## src/rtl/eth_fcs_pkg.sv

```systemverilog
// Shared types and CRC-32 helpers for the transmit FCS stage.
// The CRC is kept MSB-first; input bytes are bit-reversed before each update.
package eth_fcs_pkg;

    typedef enum logic [1:0] {
        DATA = 2'd0,
        PAD  = 2'd1,
        FCS  = 2'd2,
        IFG  = 2'd3
    } fcs_state_t;

    localparam logic [31:0] CRC32_INIT    = 32'hFFFFFFFF;
    localparam logic [31:0] CRC32_RESIDUE = 32'hC704DD7B;
    localparam logic [31:0] CRC32_POLY    = 32'h04C11DB7;

    function automatic logic [7:0] bitrev8(input logic [7:0] d);
        logic [7:0] r;
        for (int i = 0; i < 8; i++) r[i] = d[7-i];
        return r;
    endfunction

    function automatic logic [31:0] bitrev32(input logic [31:0] d);
        logic [31:0] r;
        for (int i = 0; i < 32; i++) r[i] = d[31-i];
        return r;
    endfunction

    function automatic logic [31:0] crc32_d8_next(input logic [31:0] crc, input logic [7:0] data);
        logic [31:0] c;
        logic        fb;
        c = crc;
        for (int i = 7; i >= 0; i--) begin
            fb = c[31] ^ data[i];
            c  = {c[30:0], 1'b0} ^ (fb ? CRC32_POLY : 32'h0);
        end
        return c;
    endfunction

endpackage

```

## src/rtl/eth_tx_fcs_crc.sv

```systemverilog
// 32-bit CRC register: preset on reset or init, one byte folded in per enabled cycle.
module eth_tx_fcs_crc
    import eth_fcs_pkg::*;
(
    input  logic        clk,
    input  logic        rst_n,
    input  logic        init,
    input  logic        en,
    input  logic [7:0]  data,
    output logic [31:0] crc
);

    always_ff @(posedge clk) begin
        if (!rst_n || init) begin
            crc <= CRC32_INIT;
        end else if (en) begin
            crc <= crc32_d8_next(crc, bitrev8(data));
        end
    end

endmodule

```

## src/rtl/eth_tx_fcs_append.sv

```systemverilog
// Transmit framer: pads short frames, appends the 4-byte FCS LSB first,
// then holds off input for an inter-frame gap.
//   state | meaning
//   DATA  | pass input bytes through, counting them
//   PAD   | emit zero bytes until MIN_FRAME is reached
//   FCS   | emit the four FCS bytes
//   IFG   | wait for the last byte to drain, then count idle cycles
module eth_tx_fcs_append
    import eth_fcs_pkg::*;
#(
    parameter int MIN_FRAME  = 60,
    parameter int IFG_CYCLES = 12,
    parameter int CNT_W      = 16
) (
    input  logic       clk,
    input  logic       rst_n,
    input  logic [7:0] s_data,
    input  logic       s_valid,
    input  logic       s_last,
    output logic       s_ready,
    output logic [7:0] m_data,
    output logic       m_valid,
    output logic       m_last,
    input  logic       m_ready,
    output logic       busy
);

    localparam int IFG_W = (IFG_CYCLES < 2) ? 1 : $clog2(IFG_CYCLES + 1);
    localparam logic [IFG_W-1:0] IFG_LOAD = IFG_W'(IFG_CYCLES);

    fcs_state_t       state;
    logic [CNT_W-1:0] count;
    logic [CNT_W-1:0] count_sat;
    logic [31:0]      count_inc;
    logic [1:0]       fcs_idx;
    logic [IFG_W-1:0] ifg_cnt;
    logic [31:0]      crc;
    logic [31:0]      fcs;
    logic [7:0]       fcs_byte;
    logic             out_free;
    logic             accept;
    logic             crc_en;
    logic             crc_init;
    logic [7:0]       crc_data;

    assign out_free  = !m_valid || m_ready;
    assign s_ready   = (state == DATA) && out_free;
    assign accept    = s_valid && s_ready;
    assign count_inc = 32'(count) + 32'd1;
    assign count_sat = (&count) ? count : count + CNT_W'(1);
    assign fcs       = ~bitrev32(crc);
    assign fcs_byte  = fcs[{fcs_idx, 3'b000} +: 8];
    assign busy      = (state != DATA) || (count != '0) || m_valid;

    assign crc_en   = accept || ((state == PAD) && out_free);
    assign crc_init = (state == FCS) && out_free && (fcs_idx == 2'd3);
    assign crc_data = (state == PAD) ? 8'h00 : s_data;

    eth_tx_fcs_crc u_crc (
        .clk   (clk),
        .rst_n (rst_n),
        .init  (crc_init),
        .en    (crc_en),
        .data  (crc_data),
        .crc   (crc)
    );

    always_ff @(posedge clk) begin
        if (!rst_n) begin
            state   <= DATA;
            m_data  <= 8'h00;
            m_valid <= 1'b0;
            m_last  <= 1'b0;
            count   <= '0;
            fcs_idx <= 2'd0;
            ifg_cnt <= '0;
        end else begin
            case (state)
                DATA: begin
                    if (accept) begin
                        m_data  <= s_data;
                        m_valid <= 1'b1;
                        m_last  <= 1'b0;
                        count   <= count_sat;
                        if (s_last) begin
                            fcs_idx <= 2'd0;
                            state   <= (count_inc < 32'(MIN_FRAME)) ? PAD : FCS;
                        end
                    end else if (out_free) begin
                        m_valid <= 1'b0;
                        m_last  <= 1'b0;
                    end
                end
                PAD: begin
                    if (out_free) begin
                        m_data  <= 8'h00;
                        m_valid <= 1'b1;
                        m_last  <= 1'b0;
                        count   <= count_sat;
                        if (count_inc == 32'(MIN_FRAME)) state <= FCS;
                    end
                end
                FCS: begin
                    if (out_free) begin
                        m_data  <= fcs_byte;
                        m_valid <= 1'b1;
                        m_last  <= (fcs_idx == 2'd3);
                        fcs_idx <= fcs_idx + 2'd1;
                        if (fcs_idx == 2'd3) begin
                            count   <= '0;
                            ifg_cnt <= IFG_LOAD;
                            state   <= (IFG_CYCLES > 0) ? IFG : DATA;
                        end
                    end
                end
                IFG: begin
                    // gap timing begins only once the final FCS byte has left
                    if (m_valid) begin
                        if (m_ready) begin
                            m_valid <= 1'b0;
                            m_last  <= 1'b0;
                        end
                    end else if (ifg_cnt <= IFG_W'(1)) begin
                        ifg_cnt <= '0;
                        state   <= DATA;
                    end else begin
                        ifg_cnt <= ifg_cnt - IFG_W'(1);
                    end
                end
                default: state <= DATA;
            endcase
        end
    end

endmodule
```

## config.mk

```make
export PLATFORM = sky130hd
export DESIGN_NAME = eth_tx_fcs_append
export DESIGN_NICKNAME = d
export VERILOG_FILES = /design/src/rtl/eth_fcs_pkg.sv /design/src/rtl/eth_tx_fcs_crc.sv /design/src/rtl/eth_tx_fcs_append.sv
export SDC_FILE = /design/constraint.sdc
export NUM_CORES = 1
export LEC_CHECK = 0
export ABC_AREA = 1
export CAP_MARGIN = 20
export CORE_ASPECT_RATIO = 0.9
export CORE_UTILIZATION = 45
export CTS_CLUSTER_DIAMETER = 50
export DETAILED_ROUTE_END_ITERATION = 10
export HOLD_SLACK_MARGIN = 0.08
export SYNTH_ARGS = -nofsm -noshare
export SYNTH_HDL_FRONTEND = slang
export SYNTH_SLANG_ARGS = --single-unit
```

## constraint.sdc

```tcl
create_clock -name clk -period 2.35 [get_ports clk]
set_input_delay 0.47 -clock clk [delete_from_list [all_inputs] [get_ports clk]]
set_output_delay 0.47 -clock clk [all_outputs]
set_load 0.005 [all_outputs]
```

==> results of run 1 <==
==> cells in the mapped netlist (2+ instances only) <==
cell       count
o21ai_0       40
xnor2_1       10
xnor2_2        3
inv_2          3
inv_1         72
nor2_4         4
nand2_2       16
nand3_1       45
buf_2          4
o211ai_1      10
o21ai_1        3
clkbuf_1      13
nand2_1      165
nor4_1         2
o221ai_1       4
o21bai_1       2
o21ai_2        6
nor2_2         6
nor3_1         3
nor2_1        71
a21oi_2        2
a31oi_1        3
or2_2          4
nand2_4        2
buf_6          2
o2111ai_1      2
a211oi_1       3
buf_4          3
a21oi_1       40
nand4_1        6
xor2_1        35
o22ai_1       11
ha_1           9
dfxtp_1       66
==> area by class of cell <==
cell class,instances,share of cell area [%]
Multi-Input combinational cell,517,53.1
Sequential cell,66,24.6
Tap cell,126,2.94
Clock buffer,11,2.82
Timing Repair Buffer,56,9.39
Clock inverter,5,1.86
Inverter,76,5.31
==> tightest hold or removal path, delay by kind of cell, from the launching register on <==
kind | cells | cell delay (ns)
flops | 1 | 0.32
compound gates | 1 | 0.05
simple gates | 1 | 0.06
==> through the flow <==
stage / setup TNS, ns / instances
2_1_floorplan: 0 / 681
3_3_place_gp: -0.0440 / 841
3_5_place_dp: -0.0469 / 841
4_1_cts: 0 / 857
5_1_grt: 0 / 857
6_report: 0 / 857
==> final timing paths <==
check,endpoint,slack (ns),cells after the start
setup / recovery,s_ready,0.11,6
hold / removal,ifg_cnt[1]$_SDFFE_PN0P_,0.49,2
setup reg to reg,u_crc.crc[13]$_SDFFE_PP1P_,0.14,11
hold reg to reg,ifg_cnt[1]$_SDFFE_PN0P_,0.49,2
==> power breakdown <==
part | switching [mW] | internal (mW)
logic | 2.59 | 1.78
registers | 0.251 | 1.43
clock network | 0.462 | 0.759
total | 3.31 | 3.97
==> per-layer routing <==
metal  routed length, µm  GRT usage, %  part of all wire, %
met1                6400          38.2                   50
met2                5510          37.7                   43
met3                 677          5.97                  5.3
met4                 191          8.75                  1.5
met5                   0             0                    0
==> registers in the layout, summed over array words and instances, names as in the netlist <==
register / count
state: 2
m_last: 1
u_crc.crc: 32
ifg_cnt: 4
count: 16
m_valid: 1
fcs_idx: 2
m_data: 8
==> cell families after synthesis <==
family	after synthesis	synth area share, %
and+or+nand+nor	328	31.6
DFF	66	29.1
AOI/OAI and AO/OA	130	17.3
adders and majority gates	9	2.48
xor gates and xnor gates	50	10.7
buffers and inverters	98	8.79
==> what timing repair did <==
action                     CTS  global route
cloned                       0             0
resized for setup            5             3
setup endpoints to repair    2             3
pin swaps                    1             0
==> results.toml, run 1 <==
[run_status]
run_status = "complete, no violations"

[final_layout]
utilization_pct = 55.1
areaGrowthSynthToFinish_pct = 18.3
fillCellCount = 965
fin_area_um2 = 5370
diodes = 0
final_cell_mix = "nand2_1 (165), nor2_1 (71), inv_1 (69)"
multi_input_area_um2 = 2850
regArea_um2 = 1320
drive_above_1_share_pct = 14.2
finalNetCount = 748
final_common_cell = "nand2_1"

[timing]
period_minus_slack_ns = 2.24
fmax_ghz = 0.446
slew_headroom_pct = 71.9
fin_skew_ns = 0.00926
setup_ws_ns = 0.106
slew_violations = 0
rsz0062_at_grt = "false"
holdWs_ns = 0.485
period_share_pct = 95.5
finalSetupViolCount = 0
tightest_slew_ns = 0.421
hold_viol = 0

[detailed_routing]
antenna_left = 0
vias_per_cell = 5.27
drc = 0
drt-initial-drc-count = 368
firstDrtPassIters = 5
num_vias = 4515
drt-total-wl_um = 12800
wire_per_inst_um = 14.9

[min_path]
hold_class = "reg -> reg"
min_from = "ifg_cnt[1]$_SDFFE_PN0P_"

[clock_network]
cts_tree = "done"
clk_pin_slew_worst_paths_ns = 0.07
cts_root_buf = "clkbuf_8"
hold_buffers = 0
insertion_delay_ns = 0.36
cts_setup_buffers = 0
htree_levels = 3
cts_made_buffers = 9
cts.sinks = 66
cts_max_path_buffers = 2

[floorplanning]
pin_count = 25
die_area_um2 = 10500
core.rowCount = 34
start_util_pct = 46.6
die_w_um = 108
chipHeight_um = 97.3
core_um2 = 9740

[worst_setup_path]
crit_chain = "clkdlybuf4s50_1, inv_1, nand2_1, inv_1, nor2_2, clkdlybuf4s50_1"
criticalPathCategory = "in -> out"
required_ns = 1.88
crit_family = "buffers and inverters"
startpoint = "m_ready"
crit_fanout = 4
critPathLaunchType = "primary input"
crit_path_end_kind = "output port"
timing.rr.start = "state[1]$_SDFFE_PN0P_"
cp_num_buf_inv = 4
cpMaxStageDelayCell = "clkdlybuf4s50_1"
critPathArrivalTime_ns = 1.77
slowest_delay_ns = 0.51

[logic_synthesis]
synth_edf_count = 0
synth_area_leader_cell = "dfxtp_1"
syn_area_um2 = 4540
synth_cell_type_count = 45
yosysWarnings = 0
syn_inst = 681
synth_ff_type = "dfxtp_1"
syn_nets = 703
synthArstFlopShare_pct = 0
synth_seq_cells = 66
synth_area_leaders = "dfxtp_1 (29%), nand2_1 (14%), xor2_1 (6.8%)"
synth-seq-area-share_pct = 29.1
syn_avg_cell_area_um2 = 6.67
synth_top_area_share_pct = 29.1

[global_route]
first_global_vias = 4159
grt_max_degree = 33
grt_first_pass_wirelength_um = 21200
grt.total_usage_pct = 26.2
antenna_found_initial = 0
grt-ovfl-total = 0

[placement]
place_ws_ns = -0.0469
placedInstanceArea_um2 = 5100
hpwl_um = 9420
routabilityCongestion = 0.879
portBuffers = 24

[pwr]
peakVddDrop_uv = 850
p_leak_nw = 2.36
total_power_mw = 7.27
powerDensity_nw_per_um2 = 1350

[flow_run]
cap_violations = 0
Note: power is estimated with default switching activity, not from simulation.
==> run 2, diff against run 1 <==
--- a/config.mk
+++ b/config.mk
@@ -6,10 +6,9 @@
 export NUM_CORES = 1
 export LEC_CHECK = 0
 export ABC_AREA = 1
-export CAP_MARGIN = 20
 export CORE_ASPECT_RATIO = 0.9
 export CORE_UTILIZATION = 45
-export CTS_CLUSTER_DIAMETER = 50
+export CTS_CLUSTER_DIAMETER = 150
 export DETAILED_ROUTE_END_ITERATION = 10
 export HOLD_SLACK_MARGIN = 0.08
 export SYNTH_ARGS = -nofsm -noshare
==> results of run 2 <==
Final layout, timing and power as in run 1 (identical DEF).
==> run 3, diff against run 2 <==
--- a/config.mk
+++ b/config.mk
@@ -11,6 +11,7 @@
 export CTS_CLUSTER_DIAMETER = 150
 export DETAILED_ROUTE_END_ITERATION = 10
 export HOLD_SLACK_MARGIN = 0.08
+export PLACE_DENSITY = 0.65
 export SYNTH_ARGS = -nofsm -noshare
 export SYNTH_HDL_FRONTEND = slang
 export SYNTH_SLANG_ARGS = --single-unit
==> constraint.sdc (replaced) <==
create_clock -name clk -period 1.95 [get_ports clk]
set_input_delay 0.39 -clock clk [delete_from_list [all_inputs] [get_ports clk]]
set_output_delay 0.39 -clock clk [all_outputs]
set_load 0.005 [all_outputs]
==> results.toml, run 3 (synthesized netlist as in run 1, its figures left out) <==
[run_status]
run_status = "complete, but fails checks"
violations = "negative setup slack"

[timing]
setup_ws_ns = -0.0248
period_minus_slack_ns = 1.97
slew_violations = 0
fin_skew_ns = 0.0181
tightest_slew_ns = 0.674
rsz0062_at_grt = "true"
period_share_pct = 101
slew_headroom_pct = 55.0
fmax_ghz = 0.506
hold_viol = 0
finalSetupViolCount = 8

[clock_network]
cts_made_buffers = 9
cts_tree = "done"
htree_levels = 3
cts_root_buf = "clkbuf_8"
cts.sinks = 66
cts_max_path_buffers = 2
hold_buffers = 0
insertion_delay_ns = 0.36
clk_pin_slew_worst_paths_ns = 0.08

[placement]
place_ws_ns = -0.327
hpwl_um = 9410
routabilityCongestion = 0.870
portBuffers = 24
placedInstanceArea_um2 = 5410

[final_layout]
top_register = "u_crc.crc"
fin_area_um2 = 6420
final_common_cell = "nand2_1"
diodes = 0
finalNetCount = 802
largest_register_ffs = 32
areaGrowthSynthToFinish_pct = 41.5
drive_above_1_share_pct = 30.8
top_regs = "u_crc.crc x32, count x16, m_data x8"
final_cell_mix = "nand2_1 (144), buf_4 (70), nor2_1 (61)"

[worst_setup_path]
critPathArrivalTime_ns = 2.22
rr_worst_depth = 13
criticalPathCategory = "in -> reg"
reg2reg_to = "u_crc.crc[12]$_SDFFE_PP1P_"
crit_family = "buffers and inverters"
crit_fanout = 8
cp.depth = 14
crit_path_end_kind = "register"
critPathLaunchType = "primary input"
slowest_delay_ns = 0.48
cp_num_buf_inv = 6
cpMaxStageDelayCell = "clkdlybuf4s50_1"
timing.rr.start = "state[1]$_SDFFE_PN0P_"
required_ns = 2.20
crit_chain = "clkdlybuf4s50_1, inv_1, nand2_1, inv_1, nor2_4, buf_6, nand2_4, nand2_2, nand2_2, nor2_4, buf_6, clkinvlp_4, nor2_1, nor2_1"
regToRegSetupSlack_ns = -0.02

[floorplanning]
start_util_pct = 46.6
core.rowCount = 34
core_um2 = 9740
die_area_um2 = 10500
pin_count = 25
chipHeight_um = 97.3
die_w_um = 108

[global_route]
grt-ovfl-total = 0
grt.total_usage_pct = 25.8
grt_max_degree = 33
antenna_found_initial = 0
grt_first_pass_wirelength_um = 21300
first_global_vias = 4418

[detailed_routing]
drc = 0
drt-total-wl_um = 14400
firstDrtPassIters = 5
antenna_left = 0
drt-initial-drc-count = 456
num_vias = 4922
wire_per_inst_um = 15.8
vias_per_cell = 5.40

[pwr]
clockPowerShare_pct = 12.8
internal_power_mw = 5.78
p_leak_nw = 2.76
total_power_mw = 10.7
swShare_pct = 46.1
peakVddDrop_uv = 816
switchingPower_mw = 4.94
p_comb_share_pct = 67.5
p_seq_share_pct = 19.7
powerDensity_nw_per_um2 = 1670

[min_path]
hold_path_end = "u_crc.crc[17]$_SDFFE_PP1P_"
hold_class = "reg -> reg"
hold_depth = 2
min_from = "u_crc.crc[17]$_SDFFE_PP1P_"

[flow_run]
cap_violations = 0
[run 3: changes by cell type in the layout (fill, tap and decap cells not counted), moves of 8 or more]
cell,before,now
buf_4,30,70
nand2_1,165,144
xor2_1,34,23
dfxtp_1,66,56
nand2_2,15,25
nand2_4,3,13
nor2_1,71,61
inv_1,69,60
nand3_1,45,36
buf_6,0,8
nand3_2,1,9
[run 3: cell type report]
class | count | area (µm²)
multi-input cells | 517 | 3360
fillers | 798 | 3320
flip-flops and latches | 66 | 1340
repair buffers | 110 | 1010
inverters | 76 | 319
well taps | 126 | 158
clock buffers | 10 | 138
clock inverters | 6 | 88.8
[run 3: worst reg2reg max path, delay by kind of cell, from the launching register on]
family                     cells  cell delay (ns)
xor gates and xnor gates       2             0.36
AOI/OAI and AO/OA              1             0.14
buffers and inverters          4             0.38
DFF                            1             0.36
and+or+nand+nor                5             0.44
adders and majority gates      1             0.18
[run 3: worst max-delay path by stage]
stage                                     start                          to
after floorplan           state[1]$_SDFFE_PN0P_   u_crc.crc[6]$_SDFFE_PP1P_
after global placement                  m_ready      count[11]$_SDFFE_PN0P_
after detailed placement              s_data[3]  u_crc.crc[12]$_SDFFE_PP1P_
after CTS                 state[1]$_SDFFE_PN0P_                        busy
after global routing      state[1]$_SDFFE_PN0P_      m_data[5]$_SDFFE_PN0P_
final                                   m_ready      m_data[2]$_SDFFE_PN0P_
[run 3: per-layer routing]
| metal | vias to the layer above | GRT usage [%] | routed length, µm | part of all wire, % |
|---|---|---|---|---|
| met5 | - | 0 | 0 | 0 |
| met4 | 0 | 6.64 | 180 | 1.3 |
| met3 | 22 | 3.89 | 937 | 6.5 |
| met2 | 192 | 39.3 | 6710 | 47 |
| met1 | 2300 | 37.7 | 6520 | 45 |
| li1 | 2408 | - | - | - |
[run 3: through the flow]
stage	std cells	setup TNS (ns)	util, %	hold slack [ns]
after global routing	911	-2.71	65.9	0.509
after floorplan	681	0	-	0.442
final	911	-0.122	65.9	0.477
after detailed placement	879	-11.93	55.5	0.463
after CTS	898	-0.238	59.1	0.482
after global placement	879	-9.42	55.5	0.460
[run 3: repair_timing]
item,4_1_cts,5_1_grt
pin swaps,8,58
gates cloned,0,1
setup endpoints to repair,47,57
setup buffers,3,13
gates resized for setup,26,138
[run 3: power groups by stage]
stage / sequential, mW / clock, mW / combinational (mW)
global placement: 2.05 / 0 / 5.41
detailed placement: 2.06 / 0 / 5.48
finish: 2.11 / 1.37 / 7.23
floorplan: 1.97 / 0 / 3.57
global route: 2.14 / 1.44 / 7.78
CTS: 2.04 / 1.39 / 5.77
